**src/rtl/reset_sequencer.sv**
```systemverilog
`default_nettype none
// ============================================================================
// Module   : reset_sequencer
// Purpose  : Multi-domain reset controller. All STAGES reset outputs assert
//            together. They then release one at a time in order 0..STAGES-1.
//            Each release waits STAGE_DELAY edges. The next stage starts only
//            after the released domain acknowledges on ready[k]. A missing
//            acknowledge (TIMEOUT edges) sets a sticky fault and restarts the
//            sequence. Any synchronous request restarts it as well.
// Ports    : clk        - system clock, rising edge
//            reset_in   - asynchronous active-high master reset
//            req        - synchronous restart requests (any bit high)
//            ready      - per-domain "up" acknowledge
//            reset_out  - per-domain active-high reset
//            busy       - sequence in progress (not in RUN)
//            fault      - sticky ready timeout since last reset_in
//            last_cause - req vector of the latest restart, 0 = reset_in
// Revision : 1.0 - initial release
// ============================================================================
module reset_sequencer #(
  parameter int STAGES      = 3,
  parameter int REQUESTERS  = 2,
  parameter int STAGE_DELAY = 4,
  parameter int TIMEOUT     = 16
) (
  input  logic                  clk,
  input  logic                  reset_in,
  input  logic [REQUESTERS-1:0] req,
  input  logic [STAGES-1:0]     ready,
  output logic [STAGES-1:0]     reset_out,
  output logic                  busy,
  output logic                  fault,
  output logic [REQUESTERS-1:0] last_cause
);

  // The counter is shared between the delay and the ack-timeout phases,
  // so it is sized for the larger of the two terminal counts.
  localparam int c_cnt_max = (STAGE_DELAY > TIMEOUT) ? STAGE_DELAY : TIMEOUT;
  localparam int c_cnt_w   = $clog2(c_cnt_max + 1);
  localparam int c_stg_w   = (STAGES > 1) ? $clog2(STAGES) : 1;

  // Terminal values are one less than the edge count because the counter
  // starts at 0 on the first edge spent in a state.
  localparam logic [c_cnt_w-1:0] c_delay_last   = c_cnt_w'(STAGE_DELAY - 1);
  localparam logic [c_cnt_w-1:0] c_timeout_last = c_cnt_w'(TIMEOUT - 1);
  localparam logic [c_stg_w-1:0] c_stage_last   = c_stg_w'(STAGES - 1);

  generate
    if ((STAGES < 1) || (REQUESTERS < 1) || (STAGE_DELAY < 1) || (TIMEOUT < 1)) begin : g_param_check
      $error("reset_sequencer: all parameters must be >= 1");
    end
  endgenerate

  typedef enum logic [1:0] {
    ST_DELAY = 2'd0,
    ST_ACK   = 2'd1,
    ST_RUN   = 2'd2
  } state_t;

  state_t               r_state;
  logic [c_stg_w-1:0]   r_stage;
  logic [c_cnt_w-1:0]   r_count;

  always_ff @(posedge clk or posedge reset_in) begin
    if (reset_in) begin
      r_state    <= ST_DELAY;
      r_stage    <= '0;
      r_count    <= '0;
      reset_out  <= '1;
      busy       <= 1'b1;
      fault      <= 1'b0;
      last_cause <= '0;
    end else if (|req) begin
      // A request outranks delay/ack progress and a same-edge timeout.
      // While req stays high the counter is held at 0, so counting starts
      // on the first edge after req drops.
      r_state    <= ST_DELAY;
      r_stage    <= '0;
      r_count    <= '0;
      reset_out  <= '1;
      busy       <= 1'b1;
      last_cause <= req;
    end else begin
      case (r_state)
        ST_DELAY: begin
          if (r_count == c_delay_last) begin
            reset_out[r_stage] <= 1'b0;
            r_count            <= '0;
            r_state            <= ST_ACK;
          end else begin
            r_count <= r_count + c_cnt_w'(1);
          end
        end

        ST_ACK: begin
          // ready is checked ahead of the timeout, so an acknowledge on the
          // final timeout edge still counts as success.
          if (ready[r_stage]) begin
            r_count <= '0;
            if (r_stage == c_stage_last) begin
              r_state <= ST_RUN;
              busy    <= 1'b0;
            end else begin
              r_stage <= r_stage + c_stg_w'(1);
              r_state <= ST_DELAY;
            end
          end else if (r_count == c_timeout_last) begin
            fault     <= 1'b1;
            reset_out <= '1;
            r_stage   <= '0;
            r_count   <= '0;
            r_state   <= ST_DELAY;
          end else begin
            r_count <= r_count + c_cnt_w'(1);
          end
        end

        ST_RUN: begin
          reset_out <= '0;
          busy      <= 1'b0;
        end

        default: begin
          // Unreachable encoding: recover by restarting the sequence.
          r_state   <= ST_DELAY;
          r_stage   <= '0;
          r_count   <= '0;
          reset_out <= '1;
          busy      <= 1'b1;
        end
      endcase
    end
  end

endmodule
`default_nettype wire

```
**config.mk**
```make
export PLATFORM = sky130hd
export DESIGN_NAME = reset_sequencer
export DESIGN_NICKNAME = d
export VERILOG_FILES = /design/src/rtl/reset_sequencer.sv
export SDC_FILE = /design/constraint.sdc
export NUM_CORES = 1
export LEC_CHECK = 0
export BUFFER_PORTS_ARGS = -buffer_cell sky130_fd_sc_hd__buf_2
export CAP_MARGIN = 25
export CORE_UTILIZATION = 55
export DETAILED_ROUTE_END_ITERATION = 10
export PLACE_DENSITY = 0.76
export SLEW_MARGIN = 20
export SYNTH_ARGS = -nofsm -noshare
export SYNTH_HDL_FRONTEND = slang
export SYNTH_SLANG_ARGS = --single-unit
```
**constraint.sdc**
```tcl
create_clock -name clk -period 2 [get_ports clk]
set_input_delay 0.1 -clock clk [delete_from_list [all_inputs] [get_ports clk]]
set_output_delay 0.1 -clock clk [all_outputs]
set_load 0.01 [all_outputs]
```
* Yosys cells after proc, flatten, opt, wreduce, memory -nomap -nowiden
Cells that the tools add are included. Widths: inputs -> output; s select.
Storage, ports and cells: register bits after elaboration 16, input port bits 7, output and inout port bits 7
Cells by class: $add $sub $neg 2, $lt $le $gt $ge 2, equality and inequality tests 15, mux-type cells 28, bitwise operators 4, reductions and logical operators 9
Operators with widths (number):
- $mux 5 | 4
- $mux 2 | 8
- $ne 3x3->1 const B | 5
- $pmux 5 s3 | 1
- $mux 3 | 4
- $reduce_and 3->1 | 4
- $pmux 3 s3 | 1
- $ne 4x4->1 const B | 2
- $pmux 2 s3 | 1
- $add 5x1->5 const B | 1
- $eq 5x2->1 const B | 1
- $eq 5x4->1 const B | 1
- $mux 1 | 5
- $eq 2x2->1 const B | 2
- $ne 2x2->1 const B | 2
- $pmux 2 s2 | 1
- $reduce_and 4->1 | 1
- $reduce_or 2->1 | 2
- $and 3x3->3 | 1
- $lt 2x3->1 const B | 1
- $not 3->3 | 1
- $pmux 1 s3 | 1
- $add 2x1->2 const B | 1
- $bmux 1 s2 | 1
- other kinds (7) | 8

* Logic depth before layout (Yosys ltp)
Gate-level depths: netlist of run 1.
depth in word-level cells 9, gate-level depth with buffers 8

* Worst setup path after synthesis of run 1
OpenSTA, ideal clock, no wires.
path kind register to register, start point reg r_count[0], end point reg r_state[0], arrival 1662 ps, data required time 1906 ps, slack 244 ps, stages on the path, launching flop included 9, period minus slack after synthesis 1756 ps, path through dfrtp_1 > ha_1 > nand3_1 > inv_1 > ha_1 > inv_1 > o2111ai_2 > or3b_4 > a221oi_2
On the way: longest elaborated chain between the ends 3, elaborated cells on any way between the ends 5, those cells by class eq/ne (4); reduce/logical (1)
RTL lines:
- start: declaration | RTL line 62 | logic [c_cnt_w-1:0] r_count;
- start signal: assignment | RTL line 91 | r_count <= r_count + c_cnt_w'(1);
- start signal: assignment | RTL line 114 | r_count <= r_count + c_cnt_w'(1);
- $eq 5x4->1 / $eq 5x2->1 (equally long branches) | RTL line 107, 86
- $ne 4x4->1 (no line) / $ne 3x3->1 (equally long branches)
- $reduce_and 3->1 (no line) (*)
- end signal: assignment | RTL line 101 | r_state <= ST_RUN;
- end signal: assignment | RTL line 105 | r_state <= ST_DELAY;
- end signal: assignment | RTL line 112 | r_state <= ST_DELAY;
- end: declaration | RTL line 60 | state_t r_state;
Mark *: on every way between the ends. The rest lies on a longest branch, timed or not. A chain may end at the register's enable or synchronous reset.

* Final worst setup path of run 1
start point reg r_count[1], end point reg r_state[0]
Same word-level chain as after synthesis.

==> results.py, run 1 <==
metrics = {
    "setup_path": {
        "reg2reg_setup_slack_ns": 0.1,
        "critical_path_class": "register to register",
        "worst-endpoint-arrival_ns": 2.11,
        "worst-path-max-fanout": 4,
        "crit_path_frequent_cell": "inv_1",
        "worst_ep_required_time_ns": 2.21,
        "timing.critical_path.slowest_stage_cell": "or3b_4",
        "crit_cells": 8,
        "path_delay_family": "simple AND/OR/NAND/NOR gates",
        "worstPathBufferInverterCount": 2,
        "critPathLaunch": "r_count[1]$_DFFE_PP0N_",
        "crit_path_end": "r_state[0]$_DFFE_PP0P_",
        "reg2reg_from": "r_count[1]$_DFFE_PP0N_",
        "crit_path_start_kind": "register",
        "worstReg2RegEnd": "r_state[0]$_DFFE_PP0P_",
        "timing.critical_path.to_type": "register",
        "cpPeakStageDelay_ns": 0.45,
        "cp_cell_sequence": "ha_4 > nand3_1 > inv_1 > ha_2 > inv_1 > o2111ai_2 > or3b_4 > a221oi_2",
        "reg2reg_depth": 8,
    },
    "synthesis": {
        "yosys.cell_count.top_type": "inv_1",
        "synth_warnings": 0,
        "yosys-top-cells-count": "inv_1, dfrtp_1, ha_1, nand3_1, o21ai_0",
        "synth_top_cell_area_share_pct": 29.20,
        "synth.yosys.seq_area_share_pct": 39.42,
        "post_synth.cell_area_avg_um2": 9.350,
        "netlist_top_cells_area": "dfrtp_1, ha_1, dfstp_2",
        "postSynth.asyncResetShare_pct": 100.0,
        "synth_edf_count": 0,
        "synth_area_leader_cell": "dfrtp_1",
        "yosys_most_used_dff": "dfrtp_1",
        "synth.distinct_cells": 35,
        "netlist_area_um2": 1028,
        "synth_cells": 110,
        "synth_nets": 126,
        "synth_seq_cells": 16,
    },
    "power": {
        "total_leakage_power_nw": 0.5477,
        "power_mw": 0.6135,
        "power.ir.vdd_worst_mv": 0.3703,
        "powerDensity_nw_per_um2": 511.3,
    },
    "placed_design": {
        "placed_cells_incl_taps": 146,
        "place.gp.congestion": 0.8708,
        "port_buffers": 13,
        "detailed_place_hpwl_um": 1544,
    },
    "grt": {
        "globalRouteTotalUtil_pct": 23.99,
        "grt_pass1_vias": 820,
        "grt-ovfl-total": 0,
        "first_pass_grt_wire_length_um": 3519,
        "pin_count_of_the_biggest_net_entering_global_routing": 17,
        "antenna_found_initial": 0,
        "grt.met1_usage_pct": 32.75,
        "use_met2_pct": 38.55,
        "grt.met3_usage_pct": 2.400,
        "grt_most_used_layer": "met2",
    },
    "clock_network": {
        "cts-htree-levels": 1,
        "ctsLongestPathBuffers": 2,
        "cts_num_sinks": 16,
        "clk_pin_slew_worst_paths_ns": 0.10,
        "cts-root-buf": "clkbuf_4",
        "cts_made_buffers": 3,
        "cts_tree": "done",
        "latest_clock_arrival_within_the_worst_skew_pair_ns": 0.30,
    },
    "min_path": {
        "min-delay-start": "req[0]",
        "min-delay-path-class": "primary input to register",
        "min_delay_path_depth": 2,
    },
    "timing": {
        "layout_min_cycle_time_ns": 1.900,
        "period_share_pct": 95.02,
        "timing_max_transition_violations_final": 0,
        "finClkSkew_ns": 0.002953,
        "max_freq_mhz": 526.2,
        "number_of_failing_hold_endpoints_at_the_final_stage": 0,
        "maxSlewHeadroom_pct": 57.98,
        "tightest_slew_ns": 0.6237,
        "setup-violations-final": 0,
    },
    "detailed_routing": {
        "wl_um": 2266,
        "detail-route-antenna-nets": 0,
        "detail_route.first_pass.iterations": 4,
        "drt_iter0_markers": 33,
        "drt-wirelength-per-cell_um": 14.81,
        "vias": 870,
        "route.detailed.drc": 0,
        "drt-vias-per-instance": 5.686,
    },
    "die": {
        "io-pin-count": 14,
        "start_util_pct": 58.92,
        "std_cell_rows": 15,
        "dieWidth_um": 45.25,
        "die_h_um": 45.25,
        "fp.dieArea_um2": 2047,
        "core_area_um2": 1745,
    },
    "cells_and_area": {
        "layoutNonFillerInstCount": 153,
        "synth_to_final_area_change_pct": 16.67,
        "layout-drive-gt1-share_pct": 24.22,
        "nets": 145,
        "antenna_diode_count": 0,
    },
    "run_status": {
        "outcome": "finished, final reports clean",
    },
    "job": {
        "timing.max_cap.violations": 0,
    },
}
state kept, by name, indices dropped and copies added, names as in the netlist:
name        count
reset_out       3
busy            1
last_cause      2
r_stage         2
fault           1
r_state         2
r_count         5
cells in the final DEF (no fill, tap or decap), types with 2 or more instances in the layout:
cell type / count
nor2_1: 5
a32oi_1: 2
buf_4: 4
o21bai_1: 2
dfrtp_1: 12
o211ai_1: 2
ha_1: 7
o21ai_0: 6
o221ai_1: 3
a21oi_1: 3
clkbuf_4: 3
inv_1: 17
dfstp_2: 4
o2111a_1: 2
nand2_1: 5
nand3_1: 9
buf_2: 13
nand3b_1: 4
nor2b_1: 2
mux2i_1: 3
metrics by stage:
step,cell area (um2),utilization [%],hold WS (ns),TNS (ns),setup WS [ns]
final,1200,68.75,0.01204,0,0.09958
after floorplan,1028,-,0.01088,0,0.2444
after detailed placement,1124,64.37,0.2049,0,0.08196
after global routing,1200,68.75,0.02147,-0.01970,-0.01970
after CTS,1170,67.03,0.01806,0,0.02026
after global placement,1124,64.37,0.1941,0,0.1696
area by class of cell:
| class | instances | area (um2) |
|---|---|---|
| multi-input cells | 73 | 558.0 |
| fillers | 137 | 545.5 |
| flip-flops and latches | 16 | 405.4 |
| repair buffers | 18 | 105.1 |
| inverters | 17 | 63.81 |
| clock buffers | 4 | 36.28 |
| well taps | 25 | 31.28 |
power by group:
part | switching [mW] | leakage (nW) | internal, mW
sequential | 0.00398 | 0.202 | 0.329
clock | 0.116 | 0.0210 | 0.111
combinational | 0.0314 | 0.324 | 0.0216
total | 0.152 | 0.548 | 0.462
kinds of logic (layout without fill, tap and decap cells):
group	after synthesis	after routing	synth area share [%]
compound gates	28	28	21.41
buf+inv	21	39	7.785
fa+ha+maj	9	9	10.95
flops	16	16	39.42
simple gates	33	33	17.52
mux	3	3	2.920
metal layers:
layer  vias to the layer above  part of all wire [%]
met1                       409                    47
met2                        26                    48
li1                        429                     -
met3                         6                   3.9
met5                         -                     0
met4                         0                   1.5
repair_timing:
action | in CTS | in global routing
gates resized for setup | 0 | 3
buffers inserted | 0 | 2
setup endpoints to repair | 0 | 4
endpoints found under the hold margin | 12 | 0
hold buffers | 1 | 0
worst min path at each step:
stage | endpoint | slack [ns]
4_1_cts | last_cause[0]$_DFFE_PP0N_ | 0.02
6_report | last_cause[0]$_DFFE_PP0N_ | 0.01
2_1_floorplan | fault$_DFFE_PP0P_ | 0.01
3_5_place_dp | last_cause[1]$_DFFE_PP0N_ | 0.20
5_1_grt | last_cause[0]$_DFFE_PP0N_ | 0.02
3_3_place_gp | last_cause[1]$_DFFE_PP0N_ | 0.19
No activity file was read; power rests on OpenSTA's default activity.
==> run 2: changes to the inputs <==
- CELL_PAD_IN_SITES_DETAIL_PLACEMENT: unset -> 1
- CELL_PAD_IN_SITES_GLOBAL_PLACEMENT: unset -> 2
- CORE_UTILIZATION: 55 -> 34
- PLACE_DENSITY: 0.76 -> 0.75
==> results.py, run 2 (same netlist as run 1, synthesis figures left out) <==
metrics = {
    "run_status": {
        "outcome": "complete, but fails checks",
        "violations": "DRC",
    },
    "timing": {
        "layout_min_cycle_time_ns": 1.874,
        "period_share_pct": 93.69,
        "tightest_slew_ns": 0.6463,
        "number_of_failing_hold_endpoints_at_the_final_stage": 0,
        "grt_setup_unrepaired": "false",
        "setup-violations-final": 0,
        "max_freq_mhz": 533.7,
        "finClkSkew_ns": 0.001154,
        "totalNegativeSetupSlack_ns": 0,
        "maxSlewHeadroom_pct": 56.46,
        "worst_slack_on_hold_paths_ns": 0.02757,
        "timing_max_transition_violations_final": 0,
    },
    "setup_path": {
        "crit_path_start_kind": "register",
        "timing.critical_path.to_type": "register",
        "worst-path-max-fanout": 4,
        "critical_path_class": "register to register",
        "worst-endpoint-arrival_ns": 2.08,
        "worst_ep_required_time_ns": 2.21,
    },
    "die": {
        "die_h_um": 57,
        "dieWidth_um": 57,
        "start_util_pct": 36.66,
        "io-pin-count": 14,
        "core_area_um2": 2805,
        "fp.dieArea_um2": 3249,
        "std_cell_rows": 19,
    },
    "power": {
        "powerDensity_nw_per_um2": 505.3,
        "total_leakage_power_nw": 0.5434,
        "power.ir.vdd_worst_mv": 0.2358,
    },
    "clock_network": {
        "ctsLongestPathBuffers": 2,
        "cts_made_buffers": 3,
        "cts_num_sinks": 16,
        "latest_clock_arrival_within_the_worst_skew_pair_ns": 0.29,
        "cts-root-buf": "clkbuf_4",
        "clk_pin_slew_worst_paths_ns": 0.10,
        "cts-htree-levels": 1,
        "cts_tree": "done",
    },
    "grt": {
        "grt-ovfl-total": 0,
        "globalRouteTotalUtil_pct": 17.84,
        "grt_pass1_vias": 920,
        "first_pass_grt_wire_length_um": 4305,
        "antenna_found_initial": 0,
        "pin_count_of_the_biggest_net_entering_global_routing": 17,
    },
    "cells_and_area": {
        "antenna_diode_count": 0,
        "nets": 144,
        "largest_reg_flops": 5,
        "layout_top_registers": "r_count (5), reset_out (3)",
        "finish.instance_area_um2": 1197,
        "most-common-layout-cells": "inv_1, buf_2, dfrtp_1",
        "layout-drive-gt1-share_pct": 22.83,
        "register_with_the_most_flip_flops": "r_count",
        "most_frequent_standard_cell_in_the_layout_excluding_fill_and_tap_cells": "inv_1",
        "synth_to_final_area_change_pct": 16.42,
    },
    "detailed_routing": {
        "route.detailed.drc": 5,
        "wl_um": 2503,
        "drt_iter0_markers": 20,
        "vias": 859,
        "drt-vias-per-instance": 5.437,
        "drt-wirelength-per-cell_um": 15.84,
        "detail-route-antenna-nets": 0,
        "detail_route.first_pass.iterations": 7,
    },
    "placed_design": {
        "place.gp.congestion": 0.7465,
        "detailed_place_hpwl_um": 1865,
        "port_buffers": 13,
        "placement.cell_area_um2": 1131,
    },
    "job": {
        "timing.max_cap.violations": 0,
    },
    "min_path": {
        "min-delay-path-class": "primary input to register",
    },
}
-- run 2: cell count changes in the layout (fill, tap and decap cells not counted) --
| cell | before | now |
|---|---|---|
| ha_1 | 7 | 8 |
| buf_4 | 4 | 3 |
| ha_2 | 1 | 0 |
-- run 2: what timing repair did --
| item | CTS | global route |
|---|---|---|
| gates resized for setup | 0 | 2 |
| hold buffers | 1 | 0 |
| endpoints found under the setup margin | 0 | 4 |
| hold endpoints to repair | 12 | 0 |
| setup buffers | 0 | 1 |
-- run 2: metrics by stage --
stage | setup WS, ns | power [mW] | cells | utilization, %
6_report | 0.1262 | 0.6051 | 158 | 42.69
5_1_grt | 0.01093 | 0.6425 | 158 | 42.69
4_1_cts | 0.05444 | 0.6175 | 157 | 41.97
3_5_place_dp | 0.07600 | 0.3876 | 152 | 40.32
3_3_place_gp | 0.1248 | 0.3863 | 152 | 40.32
2_1_floorplan | 0.2444 | 0.3665 | 110 | -
-- run 2: report_power, final --
part | leakage, nW | internal, mW | switching (mW)
Sequential | 0.202 | 0.329 | 0.00412
Combinational | 0.320 | 0.0206 | 0.0317
Clock | 0.0210 | 0.111 | 0.109
Total | 0.543 | 0.461 | 0.145
-- run 2: layer usage --
layer | vias to the layer above | track usage, % | part of all wire (%)
li1 | 425 | - | -
met1 | 421 | 21.89 | 46
met2 | 9 | 30.59 | 51
met3 | 4 | 2.041 | 2.0
met4 | 0 | 9.756 | 1.6
met5 | - | 0 | 0
-- run 2: path summary, 6_finish.rpt --
path | depth (start not counted) | endpoint | slack (ns) | from
setup / recovery | 8 | r_state[0]$_DFFE_PP0P_ | 0.13 | r_count[1]$_DFFE_PP0N_
hold / removal | 2 | last_cause[0]$_DFFE_PP0N_ | 0.03 | req[0]
setup reg to reg | 8 | r_state[0]$_DFFE_PP0P_ | 0.13 | r_count[1]$_DFFE_PP0N_
hold reg to reg | 1 | fault$_DFFE_PP0P_ | 0.48 | fault$_DFFE_PP0P_
max in group asynchronous | 3 | r_state[1]$_DFFE_PP0P_ | 1.14 | reset_in
min in group asynchronous | 3 | fault$_DFFE_PP0P_ | 0.45 | reset_in
-- run 2: cell type report --
| class | instances | area [um2] |
|---|---|---|
| multi-input cells | 73 | 555.5 |
| well taps | 31 | 38.79 |
| repair buffers | 17 | 97.59 |
| inverters | 17 | 63.81 |
| fillers | 330 | 1608 |
| clock buffers | 4 | 36.28 |
| flip-flops and latches | 16 | 405.4 |
-- run 2: worst max-delay path: stages, from the launching register on --
cell       delay, ns
dfrtp_1         0.44
ha_4            0.17
nand3_1         0.10
inv_1           0.08
ha_1            0.18
inv_1           0.07
o2111ai_2       0.09
or3b_4          0.45
a221oi_2        0.21
